<file path="src/rtl/sb_pkt_pkg.sv">
// Shared types for the switchboard packet arbiter: destination width, arbiter
// FSM states and a beat-struct macro that takes the data width at the use site.
`ifndef SB_PKT_PKG_SV
`define SB_PKT_PKG_SV

`define SB_PKT_BEAT_T(dw) struct packed { \
  logic [(dw)-1:0]                  data; \
  logic [sb_pkt_pkg::SB_DEST_W-1:0] dest; \
  logic                             last; \
}

package sb_pkt_pkg;

  localparam int SB_DEST_W = 32;

  typedef enum logic {
    SB_ARB_IDLE   = 1'b0,
    SB_ARB_LOCKED = 1'b1
  } sb_arb_state_e;

  // Index width for n inputs; a single input still gets one bit.
  function automatic int sb_idx_w(int n);
    return (n > 1) ? $clog2(n) : 1;
  endfunction

endpackage

`endif

</file>
<file path="src/rtl/sb_pkt_arbiter_if.sv">
// Stream bundle between N switchboard sources, the arbiter and the queue-transmit
// stage. The master drives the inputs and out_ready; the slave is the arbiter.
interface sb_pkt_arbiter_if #(
  parameter int N  = 2,
  parameter int DW = 416
);
  import sb_pkt_pkg::*;

  logic [N*DW-1:0]        in_data;
  logic [N*SB_DEST_W-1:0] in_dest;
  logic [N-1:0]           in_last;
  logic [N-1:0]           in_valid;
  logic [N-1:0]           in_ready;
  logic [DW-1:0]          out_data;
  logic [SB_DEST_W-1:0]   out_dest;
  logic                   out_last;
  logic                   out_valid;
  logic                   out_ready;

  modport master (
    output in_data, in_dest, in_last, in_valid, out_ready,
    input  in_ready, out_data, out_dest, out_last, out_valid
  );

  modport slave (
    input  in_data, in_dest, in_last, in_valid, out_ready,
    output in_ready, out_data, out_dest, out_last, out_valid
  );
endinterface

</file>
<file path="src/rtl/sb_pkt_fifo2.sv">
// Two-entry FIFO holding whole beats; the head is read straight from a register
// so the output carries no combinational path from any input.
module sb_pkt_fifo2 #(
  parameter type beat_t = logic
) (
  input  logic       clk,
  input  logic       nreset,
  input  logic       push_i,
  input  beat_t      push_beat_i,
  input  logic       pop_i,
  output beat_t      head_o,
  output logic       valid_o,
  output logic [1:0] count_o
);

  beat_t      mem_q [2];
  logic       wr_ptr_q;
  logic       rd_ptr_q;
  logic [1:0] count_q;
  logic [1:0] count_d;
  logic       do_push;
  logic       do_pop;

  // A full buffer refuses a push even when the head leaves in the same cycle.
  assign do_push = push_i && (count_q != 2'd2);
  assign do_pop  = pop_i && (count_q != 2'd0);

  always_comb begin
    count_d = count_q;
    case ({do_push, do_pop})
      2'b10:   count_d = count_q + 2'd1;
      2'b01:   count_d = count_q - 2'd1;
      default: count_d = count_q;
    endcase
  end

  always_ff @(posedge clk or negedge nreset) begin
    if (!nreset) begin
      mem_q[0] <= '0;
      mem_q[1] <= '0;
      wr_ptr_q <= 1'b0;
      rd_ptr_q <= 1'b0;
      count_q  <= 2'd0;
    end else begin
      if (do_push) begin
        mem_q[wr_ptr_q] <= push_beat_i;
        wr_ptr_q        <= ~wr_ptr_q;
      end
      if (do_pop) begin
        rd_ptr_q <= ~rd_ptr_q;
      end
      count_q <= count_d;
    end
  end

  assign head_o  = mem_q[rd_ptr_q];
  assign valid_o = (count_q != 2'd0);
  assign count_o = count_q;

endmodule

</file>
<file path="src/rtl/sb_pkt_arbiter.sv">
// Packet-aware round-robin arbiter: a grant is held from the first beat of a
// packet to its last beat, and the merged stream passes through a 2-entry buffer.
module sb_pkt_arbiter
  import sb_pkt_pkg::*;
#(
  parameter int N  = 2,
  parameter int DW = 416
) (
  input logic             clk,
  input logic             nreset,
  sb_pkt_arbiter_if.slave bus
);

  localparam int IW = sb_idx_w(N);

  typedef `SB_PKT_BEAT_T(DW) beat_t;

  sb_arb_state_e  state_q;
  logic [IW-1:0]  grant_q;
  logic [IW-1:0]  rr_ptr_q;
  logic [IW-1:0]  rr_ptr_d;
  logic [IW-1:0]  winner;
  logic [IW-1:0]  sel;
  logic           any_valid;
  logic           space;
  logic           grant_en;
  logic           accept;
  logic           pop;
  logic           out_valid;
  logic [1:0]     count;
  beat_t          push_beat;
  beat_t          head_beat;

  function automatic logic [IW-1:0] rr_idx(logic [IW-1:0] base, int k);
    int s;
    s = int'(base) + k;
    if (s >= N) s = s - N;
    return IW'(s);
  endfunction

  // Walk the search order backwards so the last hit is the first valid
  // input at or after rr_ptr.
  always_comb begin
    winner    = '0;
    any_valid = 1'b0;
    for (int k = N - 1; k >= 0; k--) begin
      if (bus.in_valid[rr_idx(rr_ptr_q, k)]) begin
        winner    = rr_idx(rr_ptr_q, k);
        any_valid = 1'b1;
      end
    end
  end

  assign sel      = (state_q == SB_ARB_LOCKED) ? grant_q : winner;
  assign space    = (count != 2'd2);
  // While locked the granted input keeps its ready even if it drops valid.
  assign grant_en = nreset && space && ((state_q == SB_ARB_LOCKED) || any_valid);

  for (genvar gi = 0; gi < N; gi++) begin : g_ready
    assign bus.in_ready[gi] = grant_en && (sel == IW'(gi));
  end

  assign accept         = |(bus.in_ready & bus.in_valid);
  assign push_beat.data = bus.in_data[int'(sel)*DW +: DW];
  assign push_beat.dest = bus.in_dest[int'(sel)*SB_DEST_W +: SB_DEST_W];
  assign push_beat.last = bus.in_last[sel];
  assign rr_ptr_d       = (sel == IW'(N - 1)) ? '0 : sel + 1'b1;

  always_ff @(posedge clk or negedge nreset) begin
    if (!nreset) begin
      state_q  <= SB_ARB_IDLE;
      grant_q  <= '0;
      rr_ptr_q <= '0;
    end else if (accept) begin
      if (push_beat.last) begin
        state_q  <= SB_ARB_IDLE;
        rr_ptr_q <= rr_ptr_d;
      end else begin
        state_q <= SB_ARB_LOCKED;
        grant_q <= sel;
      end
    end
  end

  assign pop = out_valid && bus.out_ready;

  sb_pkt_fifo2 #(
    .beat_t (beat_t)
  ) u_fifo (
    .clk         (clk),
    .nreset      (nreset),
    .push_i      (accept),
    .push_beat_i (push_beat),
    .pop_i       (pop),
    .head_o      (head_beat),
    .valid_o     (out_valid),
    .count_o     (count)
  );

  assign bus.out_valid = out_valid;
  assign bus.out_data  = head_beat.data;
  assign bus.out_dest  = head_beat.dest;
  assign bus.out_last  = head_beat.last;

endmodule

</file>
<file path="src/flat_wrapper.sv">
// flat-port wrapper written by rule: the top's interface ports become plain ports
module sb_pkt_arbiter_flat import sb_pkt_pkg::*;
#(
  parameter int N  = 2,
  parameter int DW = 416
)
  (clk, nreset, bus_in_data, bus_in_dest, bus_in_last, bus_in_valid, bus_out_ready, bus_in_ready, bus_out_data, bus_out_dest, bus_out_last, bus_out_valid);
  sb_pkt_arbiter_if #(.N(N), .DW(DW)) bus_i ();
  input logic clk;
  input logic nreset;
  input wire logic [$bits(bus_i.in_data)-1:0] bus_in_data;
  input wire logic [$bits(bus_i.in_dest)-1:0] bus_in_dest;
  input wire logic [$bits(bus_i.in_last)-1:0] bus_in_last;
  input wire logic [$bits(bus_i.in_valid)-1:0] bus_in_valid;
  input wire logic [$bits(bus_i.out_ready)-1:0] bus_out_ready;
  output wire logic [$bits(bus_i.in_ready)-1:0] bus_in_ready;
  output wire logic [$bits(bus_i.out_data)-1:0] bus_out_data;
  output wire logic [$bits(bus_i.out_dest)-1:0] bus_out_dest;
  output wire logic [$bits(bus_i.out_last)-1:0] bus_out_last;
  output wire logic [$bits(bus_i.out_valid)-1:0] bus_out_valid;
  assign bus_i.in_data = bus_in_data;
  assign bus_i.in_dest = bus_in_dest;
  assign bus_i.in_last = bus_in_last;
  assign bus_i.in_valid = bus_in_valid;
  assign bus_i.out_ready = bus_out_ready;
  assign bus_in_ready = bus_i.in_ready;
  assign bus_out_data = bus_i.out_data;
  assign bus_out_dest = bus_i.out_dest;
  assign bus_out_last = bus_i.out_last;
  assign bus_out_valid = bus_i.out_valid;
  sb_pkt_arbiter #(.N(N), .DW(DW)) u_core (.clk(clk), .nreset(nreset), .bus(bus_i));
endmodule
</file>
<file path="config.mk">
export PLATFORM = sky130hd
export DESIGN_NAME = sb_pkt_arbiter_flat
export DESIGN_NICKNAME = d
export VERILOG_FILES = /design/src/rtl/sb_pkt_pkg.sv /design/src/rtl/sb_pkt_arbiter_if.sv /design/src/rtl/sb_pkt_fifo2.sv /design/src/rtl/sb_pkt_arbiter.sv /design/src/flat_wrapper.sv
export SDC_FILE = /design/constraint.sdc
export NUM_CORES = 2
export LEC_CHECK = 0
export CORE_AREA = 2 2 530 532
export DETAILED_ROUTE_END_ITERATION = 16
export DIE_AREA = 0 0 532 534
export GPL_ROUTABILITY_DRIVEN = 1
export GPL_TIMING_DRIVEN = 1
export HOLD_SLACK_MARGIN = 0.03
export SLEW_MARGIN = 20
export SYNTH_ARGS = -nofsm -noshare
export SYNTH_HDL_FRONTEND = slang
export SYNTH_SLANG_ARGS = --single-unit
export TNS_END_PERCENT = 1
</file>
<file path="constraint.sdc">
create_clock -name clk -period 3.2 [get_ports clk]
set_clock_uncertainty 0.2 [all_clocks]
set_input_delay 0.64 -clock clk [delete_from_list [all_inputs] [get_ports clk]]
set_output_delay 0.64 -clock clk [all_outputs]
set_load 0.02 [all_outputs]
</file>
==> Word level (Yosys, flattened, before mapping) <==
Cells that the tools add are included.
{ "word_totals": {"ff_bits": 905, "in_bits": 903, "word_cells": 75} }
{ "classes": {"addsub": 6, "multipliers": 1, "n_lt_le_gt_ge": 8, "eq_ne": 3, "shift": 2, "n_mux": 22, "bitwise_logic": 7, "n_reduce_logical": 14} }
{ "ops": {"columns": ["cell", "count"], "rows": [
  ["$mux 449", 4],
  ["$bwmux 898", 1],
  ["$shiftx 832x32->416", 1],
  ["$demux 449 s1", 1],
  ["$shiftx 64x7->32", 1],
  ["$mux 1", 15],
  ["$logic_and 1x1->1", 8],
  ["$ge 2x2->1 const B", 3],
  ["$lt 1x2->1 const B", 3],
  ["$mul 1x4->5 const B", 1],
  ["$not 1->1", 4],
  ["$not 1->2", 2],
  ["$pmux 2 s2", 1],
  ["$reduce_and 2->1", 2],
  ["$reduce_bool 2->1", 2],
  ["$add 1x1->2 const B", 1],
  ["$add 2x1->2 const B", 1],
  ["$and 2x2->2", 1],
  ["$eq 2x1->1 const B", 1],
  ["$eq 2x2->1 const B", 1],
  ["$ge 1x2->1 const B", 1],
  ["$lt 2x1->1 const B", 1],
  ["$ne 2x2->1 const B", 1],
  ["$reduce_or 2->1", 1],
  ["4 further kinds", 5]
]} }

==> Logic depth before layout (Yosys ltp) <==
{ "logic_depth": {"ltp_word": 15, "depth_mapped": 7, "ltp_nobuf": 6} }

==> Hierarchy <==
From an unflattened synthesis, not the netlist that was laid out.
{ "unflattened": {"hier_cells": 3884, "area_unflattened_um2": 46235.6} }
{ "by_module_without_submodules": {"columns": ["module", "n_inst", "cells_each", "area_per_inst_um2", "seq_area_each_um2"], "rows": [
  ["sb_pkt_fifo2", 1, 2413, 40460.1, 22571.6],
  ["sb_pkt_arbiter", 1, 1471, 5775.5, 75.1]
]} }

==> Least setup slack after synthesis <==
Ideal clock, no wire load.
{ "synth_path": {"path_type": "input-to-output", "from": "input bus_in_valid[0]", "to": "output bus_in_ready[1]", "arrival_time_ps": 1864, "path_slack_ps": 496, "path_stages": 6, "n_path_buf": 3, "cell_sequence": "nor2b_1 -> o21ai_1 -> buf_2 -> buf_2 -> buf_2 -> nor2b_1"} }
{ "synth_via": {"elab_chain_cells": 7, "word_cells_on_any_way": 12} }
{ "synth_lines": {"columns": ["item", "line_no", "rtl"], "rows": [
  ["start, declared", "flat_wrapper.sv:14", "input wire logic [$bits(bus_i.in_valid)-1:0] bus_in_valid;"],
  ["$mux 1 (implied by the code) (2 in series)", "sb_pkt_arbiter.sv:47", "if (bus.in_valid[rr_idx(rr_ptr_q, k)]) begin"],
  ["$mux 1 (2 in series)", "sb_pkt_arbiter.sv:47", null],
  ["$logic_or 1x1->1", "sb_pkt_arbiter.sv:57", "assign grant_en = nreset && space && ((state_q == SB_ARB_LOCKED) || any_valid);"],
  ["$logic_and 1x1->1", "sb_pkt_arbiter.sv:57", null],
  ["$logic_and 1x1->1 *", "sb_pkt_arbiter.sv:60", "assign bus.in_ready[gi] = grant_en && (sel == IW'(gi));"],
  ["end, declared", "flat_wrapper.sv:16", "output wire logic [$bits(bus_i.in_ready)-1:0] bus_in_ready;"]
]} }
Every way passes the cells marked *; elsewhere a longest branch is shown, timed or not. The select of a mux whose other input is x is not followed.

==> Final worst setup path <==
{ "layout_path": {"from": "register u_core.u_fifo.rd_ptr_q", "to": "output bus_out_data[22]"} }
{ "layout_via": {"elab_chain_cells": 4} }
{ "layout_lines": {"columns": ["item", "line_no", "rtl"], "rows": [
  ["start, declared", "sb_pkt_fifo2.sv:18", "logic rd_ptr_q;"],
  ["start signal, assigned", "sb_pkt_fifo2.sv:50", "rd_ptr_q <= ~rd_ptr_q;"],
  ["$not 1->2 (implied by the code)", "sb_pkt_fifo2.sv:56", "assign head_o = mem_q[rd_ptr_q];"],
  ["$mux 449 (implied by the code) (3 in series)", "sb_pkt_fifo2.sv:56", null],
  ["end, declared", "flat_wrapper.sv:17", "output wire logic [$bits(bus_i.out_data)-1:0] bus_out_data;"]
]} }
No other way between the ends. The select of a mux whose other input is x is not followed.

==> flow_summary_export.csv <==
group,metric,value,unit
power,pwr-share-comb,0.572,
power,p_per_area,1140,nW/um^2
power,p_leak,0.0289,uW
setup_path,required,2.36,ns
die,initial_core_util,0.165,
min_path,hold_path.class,"input port to async pin",
setup_path,cpMaxStageDelayCell,"dfrtp_4",
power,seqPwrFrac,0.260,
detailed_routing,detail_route.wl_per_cell,24.9,um
die,top_level_ports,1355,
synth,ys_ff_latch,905,
run_status,status,"complete, but fails checks",
clocking,root_buffer,"clkbuf_16",
sta,hold_viol,0,
detailed_routing,firstDrtPassIters,4,
power,swShare,0.397,
clocking,htree_levels,3,
clocking,clkLatencyLatePin,0.81,ns
sta,setup_viol,305,
layout,area_growth,50.7,%
job,max_cap_violations,0,
synth,synth.distinct_cells,31,
synth,netlist_area,45900,sq um
run_status,violations,"setup timing",
sta,relSlewSlack,0.342,
clocking,cts.sinks,905,
sta,rsz0062_at_grt,"true",
die,die_h,534,um
clocking,clk_pin_slew,0.06,ns
sta,worstMarginPinSlew,0.987,ns
power,finalPower,78600,uW
setup_path,cpPeakStageDelay,0.49,ns
layout,fin_nets,5326,
sta,layout_min_cycle_time,3.44,ns
global_route,grt_max_degree,159,
global_route,overflow,0,
detailed_routing,antenna_left,0,
detailed_routing,wl,206000,um
layout,drive_above_1_share,0.486,
placed_design,place_congestion,0.886,
detailed_routing,vias,30982,
sta,finalSetupTns,-30.95,ns
synth,syn_avg_cell_area,15.7,sq um
detailed_routing,drt-vias-per-instance,3.76,
clocking,tritoncts,"yes",
setup_path,endpoint_kind,"output port",
power,vdd_drop_max,0.577,mV
setup_path,worstPathMaxFanout,14,
setup_path,critPathKind,"flip-flop to output port",
placed_design,io_buffers,1354,
layout,layout.cells.most_common_list,"mux2_2 (918), dfrtp_1 (904), clkdlybuf4s50_1 (902)",
sta,fmax,291,MHz
detailed_routing,first_iter_violations,1378,
setup_path,critical_path.top_delay_family,"buffers and inverters",
sta,slew_violations,0,
die,die_area,284000,sq um
setup_path,start_kind,"flip-flop",
global_route,grt.total_usage,0.140,
sta,timing.final.ws_setup,-0.242,ns
setup_path,path_cells,"buf_12 > buf_4 > clkbuf_16 > mux2_2 > clkdlybuf4s15_2",
global_route,grt_pass1_vias,33810,
synth,ys.warnings.count,0,
setup_path,critical_path_buf_inv_count,4,
die,num_rows,194,
clocking,clk_path_buf_depth,4,
power,switching_power,31200,uW
synth,syn_inst,2933,
power,p_int,47400,uW
layout,final_common_cell,"mux2_2",
global_route,antenna_found_initial,69,
synth,yosysSeqAreaShare,0.493,
clocking,cts_made_buffers,115,
die,coreArea,278000,sq um
synth,syn_nets,3837,
sta,post-route-period-util,1.08,
die,die_w,532,um
power,clockPowerShare,0.168,
global_route,grt_first_pass_wirelength,281000,um
setup_path,crit_arrival,2.60,ns
detailed_routing,drc_errors,0,
placed_design,dp.final_hpwl,166000,um
-- worst register-to-register path, delay by kind of cell (launching register included) --
kind            cells  cell delay (ns)
buf+inv             2             0.75
flops               1             0.44
compound gates      1             0.28
mux                 2             0.70
simple gates        1             0.20
-- power groups by stage --
stage / logic (uW) / registers, uW / clock network (uW)
finish: 45000 / 20400 / 13200
global route: 47600 / 21100 / 14100
CTS: 44800 / 20300 / 13700
detailed placement: 45400 / 20400 / 0
global placement: 45100 / 20100 / 0
floorplan: 25000 / 19400 / 0
-- sequential cells by signal, summed over array words and instances (netlist names) --
signal and count:
u_core.u_fifo.mem_q 898, u_core.u_fifo.count_o 2, u_core.grant_q 1, u_core.rr_ptr_q 1
u_core.state_q 1, u_core.u_fifo.rd_ptr_q 1, u_core.u_fifo.wr_ptr_q 1
-- cells by family after synthesis --
logic type | share of synthesized area
simple gates | 0.00221
xor+xnor | 0.000954
compound gates | 0.00185
fa+ha+maj | 0.000272
mux | 0.473
flops | 0.493
buf+inv | 0.0287
-- Yosys cell counts --
library cell  count  area [sq um]
buf_4            41           308
mux2_4          400          6010
nor2b_1           3          18.8
or3b_1            1          8.76
o2111ai_4         1          26.3
and2_1            1          6.26
mux2_1          350          3940
nand2b_1          2          12.5
o2bb2a_1          1          10.0
buf_2            23           115
ha_1              1          12.5
or2_2             1          6.26
clkbuf_1         55           206
buf_6            51           574
mux2i_1           1          10.0
o21ai_0           2          10.0
inv_1             3          11.3
o311ai_0          1          8.76
nand2_1           2          7.51
dfrtp_1         905         22600
buf_1            28           105
xnor2_1           3          26.3
o211ai_1          1          7.51
nor2_4            2          22.5
a21boi_1          1          7.51
nor3b_1           1          7.51
o21ai_1           1          5.00
mux2_2         1045         11800
xor2_1            2          17.5
nor2_1            3          11.3
o32a_1            1          10.0
-- layer usage --
metal  vias up  GRT usage  part of all wire
met2      1204      0.219              0.45
met5         -          0           0.00077
met1     15850      0.179              0.43
met4        24     0.0358             0.029
li1      13640          -                 -
met3       264     0.0531             0.092
-- final timing paths --
check	slack, ns	depth (start not counted)	end	startpoint
setup / recovery	-0.24	5	bus_out_data[22]	u_core.u_fifo.rd_ptr_q
hold / removal	0.28	3	u_core.u_fifo.mem_q[222]	nreset
setup reg to reg	0.52	6	u_core.u_fifo.mem_q[317]	u_core.state_q
hold reg to reg	0.28	1	u_core.u_fifo.mem_q[270]	u_core.u_fifo.mem_q[270]
max in group asynchronous	0.92	4	u_core.u_fifo.mem_q[224]	nreset
min in group clk	0.28	1	u_core.u_fifo.mem_q[270]	u_core.u_fifo.mem_q[270]
-- cell type report --
class | instances | area (sq um)
repair buffers | 1570 | 15600
fillers | 28847 | 209000
clock buffers | 165 | 3320
clock inverters | 39 | 498
flip-flops and latches | 905 | 22700
well taps | 3724 | 4660
diodes | 10 | 25.0
inverters | 3 | 11.3
multi-input cells | 1827 | 22500
-- metrics by stage --
step           utilization  worst slack, ns  area, sq um  hold slack (ns)  instances
6_report             0.249           -0.242        69200            0.278       8243
5_1_grt              0.249           -0.392        69200            0.247       8239
4_1_cts              0.247           -0.513        68800            0.221       8223
3_5_place_dp         0.233           -0.196        64800            0.268       8016
3_3_place_gp         0.233           -0.141        64800            0.261       8016
2_1_floorplan            -            0.496        45900            0.144       2933
-- what timing repair did --
action,in CTS,in global routing
resized for setup,728,584
hold buffers,1,0
setup endpoints to repair,449,445
buffers inserted,0,7
cloned,2,3
hold endpoints to repair,237,0
pin swaps,1,0
(Power assumes the default switching activity.)
